File: src/rtl/id_fsm_pkg.sv
// Shared types and ASCII bounds for the identifier recognizer.
// ID_UNDERSCORE_EN (optional) makes '_' count as a letter.
package id_fsm_pkg;

   typedef enum logic [1:0] {
      S_IDLE  = 2'b00,
      S_ALPHA = 2'b01,
      S_ID    = 2'b10
   } state_t;

   typedef enum logic [1:0] {
      CLS_OTHER  = 2'b00,
      CLS_LETTER = 2'b01,
      CLS_DIGIT  = 2'b10
   } cls_t;

   localparam logic [7:0] ASCII_0  = 8'd48;
   localparam logic [7:0] ASCII_9  = 8'd57;
   localparam logic [7:0] ASCII_A  = 8'd65;
   localparam logic [7:0] ASCII_Z  = 8'd90;
   localparam logic [7:0] ASCII_LA = 8'd97;
   localparam logic [7:0] ASCII_LZ = 8'd122;
   localparam logic [7:0] ASCII_US = 8'd95;

   function automatic logic in_range(
      input logic [7:0] c,
      input logic [7:0] lo,
      input logic [7:0] hi
   );
      return (c >= lo) && (c <= hi);
   endfunction

endpackage

File: src/rtl/id_fsm_core_classifier.sv
// Maps one ASCII byte to LETTER / DIGIT / OTHER.
// ID_UNDERSCORE_EN (optional) classifies '_' as LETTER.
import id_fsm_pkg::*;

module id_char_classifier (
   input  logic [7:0] char_i,
   output cls_t       cls_o
);

   logic is_alpha;
   logic is_us;
   logic is_letter;
   logic is_digit;

   assign is_alpha = in_range(char_i, ASCII_A, ASCII_Z)
                   | in_range(char_i, ASCII_LA, ASCII_LZ);

`ifdef ID_UNDERSCORE_EN
   assign is_us = (char_i == ASCII_US);
`else
   assign is_us = 1'b0;
`endif

   assign is_letter = is_alpha | is_us;
   assign is_digit  = in_range(char_i, ASCII_0, ASCII_9);

   // letter and digit ranges are disjoint, so at most one arm fires
   always_comb begin
      cls_o = CLS_OTHER;
      unique case (1'b1)
         is_letter: cls_o = CLS_LETTER;
         is_digit:  cls_o = CLS_DIGIT;
         default:   cls_o = CLS_OTHER;
      endcase
   end

endmodule

File: src/rtl/id_fsm_core.sv
// Streaming letter+ digit+ recognizer, Moore output.
// ID_UNDERSCORE_EN (optional) is handled in the classifier.
import id_fsm_pkg::*;

module id_fsm_core (
   input  logic       clk,
   input  logic       reset,
   input  logic [7:0] char,
   output logic       out
);

   cls_t   cls;
   state_t state_q = S_IDLE;
   state_t state_d;

   id_char_classifier u_cls (
      .char_i (char),
      .cls_o  (cls)
   );

   // state register, reset wins over the incoming character
   always_ff @(posedge clk) begin
      if (reset) begin
         state_q <= S_IDLE;
      end else begin
         state_q <= state_d;
      end
   end

   // next state; the unused encoding falls back to idle
   always_comb begin
      state_d = S_IDLE;
      case (state_q)
         S_IDLE: begin
            if (cls == CLS_LETTER) state_d = S_ALPHA;
            else                   state_d = S_IDLE;
         end
         S_ALPHA: begin
            if (cls == CLS_LETTER)     state_d = S_ALPHA;
            else if (cls == CLS_DIGIT) state_d = S_ID;
            else                       state_d = S_IDLE;
         end
         S_ID: begin
            if (cls == CLS_LETTER)     state_d = S_ALPHA;
            else if (cls == CLS_DIGIT) state_d = S_ID;
            else                       state_d = S_IDLE;
         end
         default: state_d = S_IDLE;
      endcase
   end

   // output decodes the registered state only
   always_comb begin
      out = 1'b0;
      if (state_q == S_ID) out = 1'b1;
   end

endmodule

File: config.mk
export PLATFORM = sky130hd
export DESIGN_NAME = id_fsm_core
export DESIGN_NICKNAME = d
export VERILOG_FILES = /design/src/rtl/id_fsm_pkg.sv /design/src/rtl/id_fsm_core_classifier.sv /design/src/rtl/id_fsm_core.sv
export SDC_FILE = /design/constraint.sdc
export NUM_CORES = 1
export LEC_CHECK = 0
export ABC_AREA = 1
export CORE_AREA = 3 3 40 42
export CTS_CLUSTER_DIAMETER = 80
export DETAILED_ROUTE_END_ITERATION = 10
export DIE_AREA = 0 0 43 45
export GPL_TIMING_DRIVEN = 0
export MAX_ROUTING_LAYER = met4
export SYNTH_ARGS = -nofsm -noshare
export SYNTH_HDL_FRONTEND = slang
export SYNTH_HIERARCHICAL = 1
export SYNTH_SLANG_ARGS = --single-unit
File: constraint.sdc
create_clock -name clk -period 0.88 [get_ports clk]
set_input_delay 0.132 -clock clk [delete_from_list [all_inputs] [get_ports clk]]
set_output_delay 0.132 -clock clk [all_outputs]
set_load 0.01 [all_outputs]
# Word level (Yosys, flattened, before mapping)
# Cells that the tools add are included.
[totals]
register_bits = 2
in_bits = 10
output_inout_bits = 1
elab_cells = 23
[op_classes]
n_lt_le_gt_ge = 6
eq_ne = 4
mux = 6
bitwise_logic = 1
reduce_logical = 5
[op_table]
columns = ["operator", "count"]
rows = [
  [">= comparator 8 x 7 -> 1 bit, second input constant", 2],
  ["<= comparator 8 x 7 -> 1 bit, second input constant", 2],
  [">= comparator 8 x 6 -> 1 bit, second input constant", 1],
  ["<= comparator 8 x 6 -> 1 bit, second input constant", 1],
  ["case mux 2 bit (2 select lines)", 2],
  ["equality test 2 x 1 -> 1 bit, second input constant", 2],
  ["equality test 2 bit, second input constant", 2],
  ["two-way mux 2 bit", 2],
  ["logical AND 1 bit", 3],
  ["logical NOT 2 bit", 1],
  ["two-way mux 1 bit", 2],
  ["OR reduction 2 bit", 1],
  ["OR 1 bit", 1],
]

# Longest topological paths before layout
# Gate-level depths: netlist of run 1.
[logic_depth]
word_depth = 8
mapped_depth = 7
ltp_nobuf = 7

# By module
# Netlist of run 1, hierarchy kept.
[by_module_without_submodules]
columns = ["module", "instances", "cells_each", "area_each_um2", "seq_area_each_um2"]
rows = [
  ["id_fsm_core", 1, 17, 126.4, 40.0],
  ["id_char_classifier", 1, 20, 87.6, 0.0],
]

# Worst setup path before layout of run 1
# OpenSTA, ideal clock, no wires.
[synth_path]
kind = "register to register"
startpoint = "register state_q[0]"
endpoint = "register state_q[0]"
setup_ns = 0.110
arrival_time_ns = 0.824
t_required_ns = 0.770
path_slack_ns = -0.055
stages_incl_launch_ff = 7
n_path_buf = 0
synth_period_minus_slack_ns = 0.935
cell_sequence = "dfxtp_1 inv_1 ha_1 inv_1 nand2_1 nand2_1 nor2_2"
[synth_between]
elab_chain_cells = 3
elab_cells_between_ends = 5
classes_between = "2 x eq/ne; 1 x mux; 2 x reduce/logical"
[synth_lines]
columns = ["item", "line_no", "rtl"]
rows = [
  ["start: declaration", "id_fsm_core.sv:13", "state_t state_q = S_IDLE;"],
  ["start signal: assignment", "id_fsm_core.sv:26", "state_q <= state_d;"],
  ["equality test 2 bit / equality test 2 x 1 -> 1 bit (equally long branches)", "id_fsm_core.sv:33", "case (state_q)"],
  ["OR reduction 2 bit (no source line)", "--", ""],
  ["case mux 2 bit (2 select lines) *", "id_fsm_core.sv:33", ""],
]
# Every way passes the cells marked *; elsewhere a longest branch is shown, timed or not.
# A chain may end at the register's enable or synchronous reset.

# Worst setup path after layout of run 1
[layout_path]
startpoint = "register state_q[0]"
endpoint = "output out"
[layout_between]
elab_chain_cells = 2
[layout_lines]
columns = ["item", "line_no", "rtl"]
rows = [
  ["equality test 2 bit", "id_fsm_core.sv:55", "if (state_q == S_ID) out = 1'b1;"],
  ["two-way mux 1 bit", "id_fsm_core.sv:55", ""],
  ["end: declaration", "id_fsm_core.sv:9", "output logic out"],
]
# Every way passes these cells.

==> results of run 1 <==
## report_power, final
part | total, mW | internal [mW] | switching, mW
logic | 0.0944 | 0.0464 | 0.0479
clock network | 0.200 | 0.150 | 0.0495
registers | 0.0932 | 0.0910 | 0.00227
total | 0.387 | 0.288 | 0.0998
## metal layers
layer	track usage (%)	up-vias	wire length, um
met5	-	-	0
met4	7.229	0	0
met3	1.195	0	28
met2	9.281	7	286
met1	5.263	115	180
li1	-	138	-
## logic make-up after synthesis
| kind of cell | after synthesis |
|---|---|
| buffers and inverters | 8 |
| adders and majority gates | 3 |
| DFF | 2 |
| and+or+nand+nor | 23 |
| AOI/OAI and AO/OA | 1 |
## final cells by class
| type | instances | area share [%] |
|---|---|---|
| Clock buffer | 3 | 5.341 |
| Sequential cell | 2 | 10.68 |
| Timing Repair Buffer | 10 | 23.74 |
| Multi-Input combinational cell | 27 | 47.48 |
| Inverter | 8 | 8.309 |
| Tap cell | 15 | 4.451 |
## tightest hold or removal path, cell delays in order
cell and delay, ps:
clkbuf_2 120, nor4_4 60, nand2_2 50, nor3_2 30
## what timing repair did
action | 4_1_cts | 5_1_grt
pin swaps | 5 | 7
resized for setup | 19 | 13
setup endpoints to repair | 3 | 3
## placed cells by master, fill, tap and decap left out, drive strengths merged
| cell type | n |
|---|---|
| a21oi | 1 |
| buf | 1 |
| clkbuf | 4 |
| clkdlybuf4s15 | 1 |
| clkdlybuf4s50 | 1 |
| dfxtp | 2 |
| dlygate4sd2 | 3 |
| dlymetal6s2s | 3 |
| ha | 3 |
| inv | 8 |
| nand2 | 12 |
| nand3 | 2 |
| nand3b | 1 |
| nor2 | 6 |
| nor3 | 1 |
| nor4 | 1 |
## path summary, 6_finish.rpt
| check | end | slack [ps] | cells after the start |
|---|---|---|---|
| worst min register to register | state_q[0]$_SDFF_PP0_ | 660 | 4 |
| worst max-delay path | out | -120 | 3 |
| worst max register to register | state_q[0]$_SDFF_PP0_ | -50 | 6 |
| worst min-delay path | state_q[1]$_SDFF_PP0_ | 210 | 4 |
## through the flow
step           std cells  power, mW  hold slack [ps]
3_3_place_gp          62     0.1825            635.6
5_1_grt               65     0.4173            217.5
6_report              65     0.3874            205.8
3_5_place_dp          62     0.1835            633.3
4_1_cts               65     0.4042            395.4
2_1_floorplan         37     0.1312            200.5
==> flow_metrics.tcl, run 1 <==
set metrics [dict create \
    async_flop_share_pct 0 \
    std_cell_rows 13 \
    worstSetupStartpointType "flop" \
    clk_pin_slew_ps 30 \
    drive_gt1_share_pct 38.00 \
    cts_buffers 3 \
    hp-class "input port to flop" \
    syn2layout_area_growth_pct 97.08 \
    synth_warnings 6 \
    boundaryPins 11 \
    dr.first_iter.drc_count 3 \
    vias 260 \
    htreeDepth 1 \
    gp_congestion 0.6225 \
    endpoint_kind "output pin" \
    drc_errors 0 \
    clock-sinks 2 \
    finalHoldViolations 0 \
    cts_tree "built" \
    min_period_ps 999.4 \
    holdBufCountCts 0 \
    final_area_um2 421.7 \
    cp_slowest_stage_delay_ps 340 \
    cp_slowest_cell "dfxtp_2" \
    drv_cap 0 \
    regMostFlops "state_q" \
    power.leakage_nw 0.2130 \
    yosys.area_share.adder_pct 17.54 \
    yosysTopAreaCell "nand2_1" \
    insertion_delay_ps 220 \
    finalCritPeriodShare_pct 113.6 \
    cp_max_fo 2 \
    critPathBufInv 2 \
    die_w_um 43 \
    place_ws_ps -431.4 \
    synthCells 37 \
    n_antenna_cell 0 \
    dieArea_mm2 0.001935 \
    status "complete, but fails checks" \
    cp_data_arrival_time_ps 870 \
    yosysTopAreaCellShare_pct 19.30 \
    track_usage_pct 5.817 \
    muxShareOfSynthArea_pct 0 \
    dpl.hpwl_um 355.7 \
    synth_compound_area_share_pct 2.339 \
    drt_wl_total_um 495 \
    violations "setup timing" \
    p_per_area_mw_per_mm2 918.9 \
    synthTopCellsByCount "nand2_1 (11), inv_1 (8), nor2_1 (5), ha_1 (3)" \
    drtPass1Iterations 2 \
    synth-seq-area-share_pct 18.71 \
    fp.dieH_um 45 \
    grt_overflow 0 \
    vdd_ir_drop_max_v 0.0002462 \
    reg2reg_from "state_q[1]$_SDFF_PP0_" \
    synth_edf_count 0 \
    synth_top_family_by_area "simple AND/OR/NAND/NOR gates" \
    maxSlewHeadroom_pct 84.47 \
    finalSetupViolations 3 \
    grt_pass1_vias 227 \
    largest_reg_flops 2 \
    synth.most_common_cell "nand2_1" \
    synthFlopType "dfxtp_1" \
    tns_ps -174.3 \
    min_from "char[6]" \
    grt_pass1_wl_um 772 \
    syn-num-nets 50 \
    crit_path_cell_trace "inv_4, ha_4, buf_6" \
    wl_per_cell_um 7.615 \
    rsz0062_at_grt "yes" \
    seqCellArea_um2 45.04 \
    synth.avg_cell_area_um2 5.783 \
    fillers 141 \
    viasPerCell 4.000 \
    final_util_pct 32.81 \
    synth.ff_latch_count 2 \
    synth_simple_gate_area_share_pct 47.37 \
    timing.fmax_mhz 1001 \
    fin_ws_ps -119.4 \
    critPathKind "flop to output pin" \
    grt_start_max_net_pins 4 \
    reg_top3 "state_q x2" \
    synth_xor_area_share_pct 0 \
    placed_area_um2 334.1 \
    cts_buffer_depth 2 \
    path_delay_family "flip-flops" \
    ys_types 12 \
    synthTopCellsByArea "nand2_1 (19%), dfxtp_1 (19%), ha_1 (18%)" \
    core_area_mm2 0.001285 \
    syn_area_um2 214.0 \
    crit_start "state_q[0]$_SDFF_PP0_" \
    io_buffer_count 10 \
    fin_skew_ps 3.681 \
    multi_input_area_um2 200.2 \
    grt_antenna_before_repair 0 \
    post_cts_buffers 0 \
    worst_slew_pin_slew_ps 231.2 \
    final_nets 65 \
    cp.required_ps 750 \
    cts_root_buf "clkbuf_4" \
    start_util_pct 16.65 \
    ant_nets 0 \
    final_max_slew_viol_count 0 \
]
Power figures use the tool's default switching activity.
==> run 2, diff against run 1 <==
--- a/config.mk
+++ b/config.mk
@@ -12,6 +12,7 @@
 export DIE_AREA = 0 0 43 45
 export GPL_TIMING_DRIVEN = 0
 export MAX_ROUTING_LAYER = met4
+export RECOVER_POWER = 25
 export SYNTH_ARGS = -nofsm -noshare
 export SYNTH_HDL_FRONTEND = slang
 export SYNTH_HIERARCHICAL = 1
==> constraint.sdc (replaced) <==
create_clock -name clk -period 0.9 [get_ports clk]
set_input_delay 0.135 -clock clk [delete_from_list [all_inputs] [get_ports clk]]
set_output_delay 0.135 -clock clk [all_outputs]
set_load 0.01 [all_outputs]
==> results of run 2 <==
The final DEF is identical to that of run 1. Status: complete, but fails checks: setup timing.
Among the figures that moved: setup slack after placement -431.4 ps -> -414.4 ps; setup slack after layout -119.4 ps -> -102.4 ps; setup TNS -174.3 ps -> -130.1 ps; hold slack 205.8 ps -> 208.8 ps; number of setup violations in the final report 3 -> 2; register-to-register setup slack -50 ps -> -30 ps; total power 0.3874 mW -> 0.3788 mW; worst IR drop on VDD 0.0002462 V -> 0.0002407 V
==> variant (flow settings as in run 1) <==
The option `ID_UNDERSCORE_EN` is turned on by a define.
--- a/src/rtl/id_fsm_core_classifier.sv
+++ b/src/rtl/id_fsm_core_classifier.sv
@@ -1,5 +1,7 @@
 // Maps one ASCII byte to LETTER / DIGIT / OTHER.
 // ID_UNDERSCORE_EN (optional) classifies '_' as LETTER.
+`define ID_UNDERSCORE_EN
+
 import id_fsm_pkg::*;
 
 module id_char_classifier (
Check against the original RTL: not equivalent (a bounded check fails within 4 cycles, from zero or initial values and one cycle with reset high).
==> variant against run 1 <==
The flow still finishes with violations (setup timing). Power rose by 14%. Worst setup slack improved by 5.8 ps. Sequential cell count did not move. Cell count rose by 54%. Register-to-register slack barely moved. Non-clock buffer count rose by 1. Final area rose by 20%. Synthesized cell count rose by 92%. Routed wire length rose by 58%. Synthesized area rose by 63%.
==> variant: results (changes against run 1) <==
routabilityCongestion: 0.7727  # +24%
drt_wl_total_um: 782  # +58%
syn_inst: 71  # +92%
port_buffers: 10  # unchanged
slew_headroom: 0.8920  # +0.04729
clock_latency_ps: 220  # about the same
power.switching_w: 0.0001362  # +37%
skew_ps: 0.4629  # -3.218 ps
grtUsageTotal: 0.09239  # +0.03422
async_reset_ff_frac: 0  # unchanged
setup_violations: 2  # -1
synth_seq_area_share: 0.1151  # -0.07203
setup_ws_ps: -113.6  # +5.830 ps
ys_types: 11  # -1
min_path_cells: 5  # +1
wire_per_inst_um: 7.820  # +2.7%
netlist_top_cells_count: "27 x nand2_1, 15 x inv_1, 13 x nor2_1"
syn-num-nets: 84  # +68%
leakagePower_nw: 0.2851  # +34%
fin_setup_tns_ps: -161.7  # +12.63 ps
worst_ir_drop_vdd_mv: 0.2303  # -6.5%
holdCritPathClass: "in -> reg"
dominantRegCellSynth: "dfxtp_1"
status: "finished with violations"
grt_first_pass_wirelength_um: 1290  # +67%
grt_pass1_vias: 361  # +59%
fillers: 144  # +2.1%
numCtsBuffers: 3  # unchanged
ctsHtreeMaxLevel: 1  # unchanged
grt_antenna_before_repair: 0  # unchanged
cts_root_buf: "clkbuf_4"
synth_area_leaders: "nand2_1 29%, inv_1 16%, nor2_1 14%, dfxtp_1 12%, ha_1 11%"
initialDrtViolationCount: 7  # +4
worstPathMaxFanout: 2  # unchanged
drt-pass1-iter-count: 3  # +1
largestRegisters: "state_q x2"
antenna_cells: 0  # unchanged
cts.reportedPaths.clkPinSlew_ps: 30  # about the same
violations: "setup timing"
routed_via_density: 4.040  # +1.0%
layout-drive-gt1-share: 0.3529  # -0.02706
hpwlAfterDp_um: 630.9  # +77%
dp_cells: 96  # +55%
r2r.worst_path.cells: 6  # unchanged
clockBufferDepth: 2  # unchanged
yosys_warnings: 6  # unchanged
grt_max_degree: 7  # +3
fin_nets: 100  # +54%
-- variant: worst max-delay path, stage by stage, from the launching register on --
cell and delay [ps]:
dfxtp_2 340, inv_4 50, ha_4 140, buf_6 110
-- variant: area by class of cell --
class | instances | area share
multi-input combinational | 54 | 0.5788
timing repair buffer | 11 | 0.1355
inverter | 15 | 0.1158
sequential | 2 | 0.08867
clock buffer | 3 | 0.04433
tap | 15 | 0.03695
-- variant: through the flow --
stage               setup slack [ps]  hold slack [ps]    util  total power (W)  area [µm²]
global route                  -152.6            328.0  0.3953        0.0004950       508.0
CTS                           -118.8            495.1  0.3992        0.0004502       513.0
finish                        -113.6            310.9  0.3953        0.0004422       508.0
global placement              -633.5            640.9  0.3642        0.0002471       467.9
floorplan                     -42.36            200.5       -        0.0001776       349.1
detailed placement            -646.2            648.6  0.3642        0.0002480       467.9
-- variant: routing by layer --
| metal | up-vias | part of all wire | GRT usage |
|---|---|---|---|
| met5 | - | 0 | - |
| met4 | 0 | 0 | 0.05422 |
| met3 | 0 | 0.058 | 0.02390 |
| met2 | 9 | 0.47 | 0.1557 |
| met1 | 159 | 0.47 | 0.09809 |
| li1 | 236 | - | - |
-- variant: worst paths after layout --
kind,from,end,slack [ps]
setup / recovery,state_q[0]$_SDFF_PP0_,out,-110
hold / removal,char[5],state_q[1]$_SDFF_PP0_,310
setup reg to reg,state_q[1]$_SDFF_PP0_,state_q[0]$_SDFF_PP0_,-50
hold reg to reg,state_q[0]$_SDFF_PP0_,state_q[0]$_SDFF_PP0_,670
-- variant: power groups by stage --
stage	sequential (W)	combinational, W	clock [W]
after floorplan	0.0000986	0.0000790	0
after global placement	0.0000996	0.000148	0
after detailed placement	0.0000995	0.000148	0
after CTS	0.000100	0.000147	0.000203
after global routing	0.0000990	0.000174	0.000222
final	0.0000985	0.000152	0.000192
-- variant: repair_timing --
item	CTS	global route
cloned	0	0
resized for setup	20	24
setup buffers	1	0
setup endpoints to repair	3	3
pin swaps	5	6
-- variant: cell families (layout without fill, tap and decap cells) --
logic type,count (synthesis),in the layout,share of synthesized area
AOI/OAI and AO/OA,1,1,0.01437
buffers and inverters,15,29,0.1619
adders and majority gates,3,3,0.1079
and+or+nand+nor,50,50,0.6007
DFF,2,2,0.1151
